## src/rtl/fixed_vec3_normalize_seq_if.sv

```systemverilog
// Start/done handshake and vector bundle for the sequential normalizer.
interface fixed_vec3_normalize_seq_if #(
    parameter int WIDTH = 12
);
    logic             start;
    logic [WIDTH-1:0] x;
    logic [WIDTH-1:0] y;
    logic [WIDTH-1:0] z;
    logic             busy;
    logic             done;
    logic [WIDTH-1:0] nx;
    logic [WIDTH-1:0] ny;
    logic [WIDTH-1:0] nz;
    logic [WIDTH-1:0] mag;
    logic             err;

    modport master (
        output start, x, y, z,
        input  busy, done, nx, ny, nz, mag, err
    );

    modport slave (
        input  start, x, y, z,
        output busy, done, nx, ny, nz, mag, err
    );
endinterface

```

## src/rtl/fixed_vec3_normalize_seq.sv

```systemverilog
// Sequential Q-format 3-vector normalize: one squarer/accumulator,
// bit-serial restoring square root and bit-serial restoring divider.
module fixed_vec3_normalize_seq #(
    parameter int WIDTH = 12,
    parameter int FRAC  = 4
) (
    input logic clk,
    input logic rst_n,
    fixed_vec3_normalize_seq_if.slave bus
);
    localparam int W  = WIDTH;
    localparam int DW = WIDTH + FRAC;
    localparam int SW = 2 * WIDTH + 2;
    localparam int CW = $clog2(DW + 1);
    localparam logic [W-1:0] ONE = W'(1);

    typedef enum logic [2:0] {
        IDLE, SQ, SQRT, DIV, DONE
    } state_t;

    state_t state_q, state_d;
    logic [W-1:0]  xr_q, xr_d, yr_q, yr_d, zr_q, zr_d;
    logic [SW-1:0] acc_q, acc_d;
    logic [W+1:0]  srem_q, srem_d;
    logic [W:0]    root_q, root_d;
    logic [DW-1:0] dvd_q, dvd_d;
    logic [W-1:0]  drem_q, drem_d;
    logic [W-1:0]  qt_q, qt_d;
    logic [W-1:0]  qx_q, qx_d, qy_q, qy_d;
    logic [CW-1:0] cnt_q, cnt_d;
    logic [1:0]    sel_q, sel_d;
    logic [W-1:0]  nx_q, nx_d, ny_q, ny_d, nz_q, nz_d;
    logic [W-1:0]  mag_q, mag_d;
    logic          err_q, err_d;

    logic [W-1:0]          cur, nxt, cur_abs, nxt_abs;
    logic signed [2*W-1:0] prod;
    logic [W+3:0]          srem_sh, trial;
    logic                  s_ge, d_ge;
    logic [W:0]            root_nx, drem_sh;
    logic [W-1:0]          m, qt_nx, q_sgn;

    // sel picks the component for both the squaring and the dividing phase
    assign cur = (sel_q == 2'd0) ? xr_q : (sel_q == 2'd1) ? yr_q : zr_q;
    assign nxt = (sel_q == 2'd0) ? yr_q : zr_q;
    assign cur_abs = cur[W-1] ? (~cur + ONE) : cur;
    assign nxt_abs = nxt[W-1] ? (~nxt + ONE) : nxt;
    assign prod = $signed(cur) * $signed(cur);

    assign srem_sh = {srem_q, acc_q[SW-1:SW-2]};
    assign trial   = {1'b0, root_q, 2'b01};
    assign s_ge    = srem_sh >= trial;
    assign root_nx = {root_q[W-1:0], s_ge};

    assign m       = root_q[W-1:0];
    assign drem_sh = {drem_q, dvd_q[DW-1]};
    assign d_ge    = drem_sh >= {1'b0, m};
    assign qt_nx   = {qt_q[W-2:0], d_ge};
    assign q_sgn   = cur[W-1] ? (~qt_nx + ONE) : qt_nx;

    always_comb begin
        state_d = state_q;
        xr_d = xr_q; yr_d = yr_q; zr_d = zr_q;
        acc_d = acc_q; srem_d = srem_q; root_d = root_q;
        dvd_d = dvd_q; drem_d = drem_q; qt_d = qt_q;
        qx_d = qx_q; qy_d = qy_q;
        cnt_d = cnt_q; sel_d = sel_q;
        nx_d = nx_q; ny_d = ny_q; nz_d = nz_q;
        mag_d = mag_q; err_d = err_q;
        unique case (state_q)
            IDLE: begin
                if (bus.start) begin
                    xr_d = bus.x; yr_d = bus.y; zr_d = bus.z;
                    acc_d = '0; srem_d = '0; root_d = '0;
                    sel_d = 2'd0; cnt_d = '0;
                    state_d = SQ;
                end
            end
            SQ: begin
                acc_d = acc_q + {2'b00, prod};
                sel_d = sel_q + 2'd1;
                if (sel_q == 2'd2) begin
                    sel_d = 2'd0;
                    state_d = SQRT;
                end
            end
            SQRT: begin
                acc_d  = acc_q << 2;
                srem_d = s_ge ? (srem_sh[W+1:0] - trial[W+1:0])
                              : srem_sh[W+1:0];
                root_d = root_nx;
                cnt_d  = cnt_q + 1'b1;
                if (cnt_q == CW'(W)) begin
                    cnt_d = '0;
                    if (root_nx == '0) begin
                        err_d = 1'b1;
                        nx_d = '0; ny_d = '0; nz_d = '0;
                        mag_d = '0;
                        state_d = DONE;
                    end else begin
                        dvd_d = {cur_abs, {FRAC{1'b0}}};
                        drem_d = '0; qt_d = '0;
                        state_d = DIV;
                    end
                end
            end
            DIV: begin
                dvd_d  = dvd_q << 1;
                drem_d = d_ge ? (drem_sh[W-1:0] - m) : drem_sh[W-1:0];
                qt_d   = qt_nx;
                cnt_d  = cnt_q + 1'b1;
                if (cnt_q == CW'(DW - 1)) begin
                    cnt_d = '0;
                    drem_d = '0; qt_d = '0;
                    dvd_d = {nxt_abs, {FRAC{1'b0}}};
                    sel_d = sel_q + 2'd1;
                    if (sel_q == 2'd0) qx_d = q_sgn;
                    if (sel_q == 2'd1) qy_d = q_sgn;
                    if (sel_q == 2'd2) begin
                        nx_d = qx_q; ny_d = qy_q; nz_d = q_sgn;
                        mag_d = m;
                        err_d = 1'b0;
                        state_d = DONE;
                    end
                end
            end
            DONE: state_d = IDLE;
            default: state_d = IDLE;
        endcase
    end

    always_ff @(posedge clk) begin
        if (!rst_n) begin
            state_q <= IDLE;
            xr_q <= '0; yr_q <= '0; zr_q <= '0;
            acc_q <= '0; srem_q <= '0; root_q <= '0;
            dvd_q <= '0; drem_q <= '0; qt_q <= '0;
            qx_q <= '0; qy_q <= '0;
            cnt_q <= '0; sel_q <= '0;
            nx_q <= '0; ny_q <= '0; nz_q <= '0;
            mag_q <= '0; err_q <= 1'b0;
        end else begin
            state_q <= state_d;
            xr_q <= xr_d; yr_q <= yr_d; zr_q <= zr_d;
            acc_q <= acc_d; srem_q <= srem_d; root_q <= root_d;
            dvd_q <= dvd_d; drem_q <= drem_d; qt_q <= qt_d;
            qx_q <= qx_d; qy_q <= qy_d;
            cnt_q <= cnt_d; sel_q <= sel_d;
            nx_q <= nx_d; ny_q <= ny_d; nz_q <= nz_d;
            mag_q <= mag_d; err_q <= err_d;
        end
    end

    assign bus.busy = (state_q != IDLE);
    assign bus.done = (state_q == DONE);
    assign bus.nx   = nx_q;
    assign bus.ny   = ny_q;
    assign bus.nz   = nz_q;
    assign bus.mag  = mag_q;
    assign bus.err  = err_q;
endmodule

```

## src/flat_wrapper.sv

```systemverilog
// flat-port wrapper written by rule: the top's interface ports become plain ports
module fixed_vec3_normalize_seq_flat 
#(
    parameter int WIDTH = 12,
    parameter int FRAC  = 4
)
  (clk, rst_n, bus_start, bus_x, bus_y, bus_z, bus_busy, bus_done, bus_nx, bus_ny, bus_nz, bus_mag, bus_err);
  fixed_vec3_normalize_seq_if #(.WIDTH(WIDTH)) bus_i ();
  input logic clk;
  input logic rst_n;
  input wire logic [$bits(bus_i.start)-1:0] bus_start;
  input wire logic [$bits(bus_i.x)-1:0] bus_x;
  input wire logic [$bits(bus_i.y)-1:0] bus_y;
  input wire logic [$bits(bus_i.z)-1:0] bus_z;
  output wire logic [$bits(bus_i.busy)-1:0] bus_busy;
  output wire logic [$bits(bus_i.done)-1:0] bus_done;
  output wire logic [$bits(bus_i.nx)-1:0] bus_nx;
  output wire logic [$bits(bus_i.ny)-1:0] bus_ny;
  output wire logic [$bits(bus_i.nz)-1:0] bus_nz;
  output wire logic [$bits(bus_i.mag)-1:0] bus_mag;
  output wire logic [$bits(bus_i.err)-1:0] bus_err;
  assign bus_i.start = bus_start;
  assign bus_i.x = bus_x;
  assign bus_i.y = bus_y;
  assign bus_i.z = bus_z;
  assign bus_busy = bus_i.busy;
  assign bus_done = bus_i.done;
  assign bus_nx = bus_i.nx;
  assign bus_ny = bus_i.ny;
  assign bus_nz = bus_i.nz;
  assign bus_mag = bus_i.mag;
  assign bus_err = bus_i.err;
  fixed_vec3_normalize_seq #(.WIDTH(WIDTH), .FRAC(FRAC)) u_core (.clk(clk), .rst_n(rst_n), .bus(bus_i));
endmodule
```

## config.mk

```make
export PLATFORM = sky130hd
export DESIGN_NAME = fixed_vec3_normalize_seq_flat
export DESIGN_NICKNAME = d
export VERILOG_FILES = /design/src/rtl/fixed_vec3_normalize_seq_if.sv /design/src/rtl/fixed_vec3_normalize_seq.sv /design/src/flat_wrapper.sv
export SDC_FILE = /design/constraint.sdc
export NUM_CORES = 1
export LEC_CHECK = 0
export ABC_AREA = 0
export CAP_MARGIN = 20
export CORE_UTILIZATION = 62
export DETAILED_ROUTE_END_ITERATION = 16
export PLACE_DENSITY = 0.82
export SLEW_MARGIN = 15
export SYNTH_ARGS = -nofsm -noshare
export SYNTH_HDL_FRONTEND = slang
export SYNTH_SLANG_ARGS = --single-unit
```

## constraint.sdc

```tcl
create_clock -name clk -period 10.05 [get_ports clk]
set_input_delay 2.01 -clock clk [delete_from_list [all_inputs] [get_ports clk]]
set_output_delay 2.01 -clock clk [all_outputs]
set_load 0.05 [all_outputs]
```

After elaboration in Yosys (flattened, before gate mapping)
Index checks and enable logic that the tools add are counted.
Operators by class
  add/sub/neg operators: 8
  multipliers: 1
  order comparisons: 2
  eq/ne operators: 15
  muxes and demuxes: 58
  bitwise logic cells: 3
  reduce and logical (&&, ||, !) cells: 19
Operators by type and width (number)
  $mux 12: 20
  $pmux 12 s2: 5
  $pmux 26 s3: 1
  $mux 16: 3
  $add 12x1->12 const B: 3
  $not 12->12: 3
  $pmux 16 s2: 1
  $mux 14: 2
  $pmux 14 s2: 1
  $add 26x24->26: 1
  $mux 26: 1
  $pmux 13 s2: 1
  $mul 12x12->24: 1
  $pmux 11 s2: 1
  $mux 3: 6
  $ge 16x15->1: 1
  $mux 5: 3
  $pmux 5 s3: 1
  $sub 14x14->14: 1
  $ge 13x12->1: 1
  $logic_not 13->1: 1
  $mux 13: 1
  $pmux 3 s4: 1
  $reduce_and 3->1: 4
  22 further kinds: 42
Storage, ports and cells
  register bits: 211
  input port bits: 39
  output and inout port bits: 51
  word-level logic and storage cells: 125

Longest topological paths before layout
  word-level depth: 9
  mapped depth: 38

Least setup slack after synthesis
No wires, ideal clock.
  kind: reg-to-reg
  start: register u_core.sel_q[1]
  end: register u_core.acc_q[22]
  library setup time: 0.128 ns
  arrival: 7.819 ns
  data required time: 9.922 ns
  slack: 2.104 ns
  cell stages (with the launch flop): 36
  buffers on the path: 3
  period minus slack after synthesis: 7.946 ns
  path through: dfxtp_1 > inv_1 > ha_1 > clkbuf_1 > mux2i_1 > o21ai_1 > inv_1 > clkbuf_1 > clkbuf_1 > nor2_1 > fa_1 > inv_1 > fa_1 > inv_1 > fa_1 > fa_1 > inv_1 > fa_1 > inv_1 > ha_1 > or4_1 > o22ai_1 > nand4b_1 > nand2_1 > or2_2 > a21oi_1 > xnor2_1 > ha_1 > a21o_1 > a21oi_1 > a2bb2oi_1 > o2111ai_1 > a31oi_1 > xnor2_1 > a222oi_1 > nor2_1
Between the ends
  longest elaborated chain between the ends: 6
  elaborated cells between the ends (all ways): 7
  those cells by class: add/sub (1); mul (1); eq/ne (1); mux (3); reduce/logical (1)
RTL lines
  from (decl): line fixed_vec3_normalize_seq.sv:31  | logic [1:0] sel_q, sel_d;
  from (signal assigned): line fixed_vec3_normalize_seq.sv:148  | cnt_q <= cnt_d; sel_q <= sel_d;
  $eq 2x1->1: line fixed_vec3_normalize_seq.sv:44  | assign cur = (sel_q == 2'd0) ? xr_q : (sel_q == 2'd1) ? yr_q : zr_q;
  $mux 12: line fixed_vec3_normalize_seq.sv:44
  $mux 12 *: line fixed_vec3_normalize_seq.sv:44
  $mul 12x12->24 *: line fixed_vec3_normalize_seq.sv:48  | assign prod = $signed(cur) * $signed(cur);
  $add 26x24->26 *: line fixed_vec3_normalize_seq.sv:80  | acc_d = acc_q + {2'b00, prod};
  $pmux 26 s3 *: line fixed_vec3_normalize_seq.sv:70  | unique case (state_q)
  to (signal assigned): line fixed_vec3_normalize_seq.sv:136  | acc_q <= '0; srem_q <= '0; root_q <= '0;
  to (signal assigned): line fixed_vec3_normalize_seq.sv:145  | acc_q <= acc_d; srem_q <= srem_d; root_q <= root_d;
  to (decl): line fixed_vec3_normalize_seq.sv:23  | logic [SW-1:0] acc_q, acc_d;
Mark *: on every way between the ends. The rest lies on a longest branch, timed or not.
A chain may end at the register's enable or synchronous reset.

Worst setup path after layout
Ends and elaborated chain as after synthesis.

==> qor.yml <==
status: "complete, no violations"
hold_path_end: "u_core.bus.mag[3]"
clock-skew-final_ns: 0.0181
max_freq_mhz: 110
die_h_um: 164
p_leak_nw: 7.74
grt_pass1_vias: 13800
ys.flop_type: "dfxtp_1"
wl_per_cell_um: 16.5
drcViolationCount: 0
cp_common_cell: "inv_1"
cp_slowest_stage_delay_ns: 0.68
r2r.worst_path.cells: 33
antenna_found_initial: 0
synth_nets: 2311
tightest_slew_ns: 1.03
grt_max_degree: 78
synth_seq_area_share_pct: 25.3
crit_required_ns: 10.44
holdBufCountCts: 0
async_reset_ff_share_pct: 0
slew_headroom_pct: 31.3
r2r_start: "u_core.sel_q[1]"
synth_warnings: 0
met3_usage_pct: 2.81
cts_tree: "yes"
drv_slew: 0
cts_root_buffer: "clkbuf_16"
postPlaceCellArea_um2: 17400
setup_tns_ns: 0
ys_ff_latch: 207
initial_core_util_pct: 63.0
power-per-cell-area_nw_per_um2: 228
drv_cap: 0
die_w_um: 164
clk_path_buf_depth: 3
use_met2_pct: 53.1
diodes: 0
crit_arrival_ns: 9.45
routed-via-count: 14300
netlist.area_leader.share_pct: 25.3
avgViaCountPerCell: 5.95
setup_viol: 0
gr-usage-met1_pct: 37.2
dp_hpwl_um: 29300
dr.pass1.iters: 6
grt_usage_pct: 29.6
numCtsBuffers: 23
min_path_type: "flop to flop"
cts_num_sinks: 207
drive_gt1_share_pct: 3.87
crit_type: "flop to flop"
htree_levels: 1
synth_edf_count: 0
syn_area_per_cell_um2: 8.06
grt_pass1_wl_um: 65300
syn_to_final_growth_pct: 11.0
dieArea_um2: 27100
io_pins: 90
crit_slowest_cell: "ha_1"
finalInstanceArea_um2: 18200
rows: 59
min_from: "u_core.bus.mag[3]"
hold_violations: 0
fin_hold_ws_ns: 0.451
nets: 2332
ys_top_cells_by_area: "dfxtp_1 (25%), fa_1 (15%), ha_1 (9.3%)"
placeableCoreArea_um2: 26000
insertion_delay_ns: 0.52
synthCells: 2030
gp_congestion: 0.902
ant_nets: 0
yosys.area.top_type: "dfxtp_1"
cp_top_family: "adder cells"
ir_worst_vdd_v: 0.000204
routed_wl_um: 39600
hold_path_depth: 2
grt-ovfl-total: 0
min_period_ns: 9.07
path_buf_inv: 8
period_share_pct: 90.2
reg2reg_to: "u_core.acc_q[22]"
cp_max_fo: 13
yosysUniqueCellTypes: 71
fin_util_pct: 69.9
critPathLaunchType: "flop"
clkTransAtPathRegs_ns: 0.06
grt-busiest-layer: "met2"
portBuffers: 89
endpoint_kind: "flop"
rrSetupSlack_ns: 0.98
netlist_area_um2: 16400
drtIter0Drc: 1326
cts_setup_buffers: 0
ctsResizeCount: 0
grt_setup_unrepaired: "false"
## where the power goes
part | internal, mW | switching (mW) | leakage [nW]
clock network | 0.538 | 0.354 | 0.392
registers | 0.890 | 0.0775 | 1.67
logic | 0.847 | 1.43 | 5.68
## cell usage in the layout, fill, tap and decap left out, drive strengths merged, types with 5 or more instances in the layout
cell / instances
o21ai: 63
inv: 240
a31o: 6
xnor2: 66
o2bb2ai: 11
nor3: 23
fa: 120
nand2: 256
buf: 15
o21a: 16
xor2: 21
ha: 122
dfxtp: 207
clkdlybuf4s50: 89
nor3b: 5
o31ai: 8
nand4b: 5
a31oi: 13
a222oi: 14
clkbuf: 30
mux2i: 34
o211ai: 22
a211oi: 31
or3: 12
o21bai: 6
nand3: 93
a21oi: 203
o41ai: 5
and3: 13
a21o: 20
nor4: 9
and2: 5
nor2: 168
or2: 8
a22oi: 21
nor2b: 10
nand2b: 8
nand4: 11
o22ai: 8
or4: 5
## sequential cells by signal, summed over array words and instances, names as in the netlist, 2 cells and up
| name | flops |
|---|---|
| u_core.qt_q | 11 |
| u_core.srem_q | 14 |
| u_core.zr_q | 12 |
| u_core.bus.ny | 12 |
| u_core.bus.nz | 12 |
| u_core.xr_q | 12 |
| u_core.cnt_q | 5 |
| u_core.dvd_q | 12 |
| u_core.bus.nx | 12 |
| u_core.yr_q | 12 |
| u_core.drem_q | 12 |
| u_core.acc_q | 26 |
| u_core.sel_q | 2 |
| u_core.qy_q | 12 |
| u_core.bus.mag | 12 |
| u_core.qx_q | 12 |
| u_core.root_q | 13 |
| u_core.state_q | 3 |
## through the flow
stage	power (mW)	setup slack, ns	instances
floorplan	2.73	2.10	2030
global placement	3.19	1.38	2361
detailed placement	3.24	1.08	2361
CTS	4.14	1.04	2401
global route	4.45	0.364	2401
finish	4.13	0.985	2401
## worst max-delay path by stage
| stage | to | depth (start not counted) | start | slack (ns) |
|---|---|---|---|---|
| finish | u_core.acc_q[22] | 33 | u_core.sel_q[1] | 0.98 |
| CTS | u_core.acc_q[22] | 33 | u_core.sel_q[1] | 1.04 |
| global route | u_core.acc_q[22] | 33 | u_core.sel_q[1] | 0.36 |
| detailed placement | u_core.acc_q[22] | 33 | u_core.sel_q[1] | 1.08 |
| global placement | u_core.acc_q[22] | 32 | u_core.sel_q[1] | 1.38 |
| floorplan | u_core.acc_q[22] | 35 | u_core.sel_q[1] | 2.10 |
## area by class of cell
type	instances	area (um2)
well taps	335	419
clock inverters	10	149
inverters	238	896
clock buffers	30	652
multi-input cells	1477	10900
repair buffers	104	1000
flip-flops and latches	207	4140
fillers	2047	7820
## routing by layer
metal | part of all wire (%) | wire, um
met2 | 51 | 20000
met4 | 2.5 | 995
met5 | 0 | 0
met1 | 42 | 16600
met3 | 5.0 | 1990
## synthesized netlist by cell type, drive strengths merged (5+ instances only)
master,count
nor3b,5
a21o,20
nor4,9
o21a,16
xnor2,66
xor2,21
nand2b,8
a211oi,31
dfxtp,207
a22oi,21
and2,5
or4,5
a31o,6
inv,234
nor2,168
a222oi,14
nor2b,10
buf,24
o31ai,8
o41ai,5
a21oi,203
a31oi,13
nand4,11
or3,12
or2,8
and3,13
o211ai,22
o22ai,8
o21ai,63
nand3,93
ha,122
o21bai,6
clkbuf,84
nor3,23
nand4b,5
fa,120
mux2i,34
o2bb2ai,11
nand2,256
## worst min-delay path, stage by stage (launching register included)
cell	delay, ns
dfxtp_1	0.31
nand2_1	0.05
a21oi_1	0.05
## cell families (layout without fill, tap and decap cells)
group / after synthesis / in the layout / synth area share (%)
XOR/XNOR: 87 / 87 / 4.66
AND/OR/NAND/NOR: 634 / 634 / 17.1
buffers and inverters: 346 / 382 / 8.24
flip-flops: 207 / 207 / 25.3
multiplexers: 37 / 37 / 2.29
AO/OA/AOI/OAI: 477 / 477 / 18.4
adder cells (fa/ha/maj): 242 / 242 / 24.0
(Power assumes the default switching activity.)
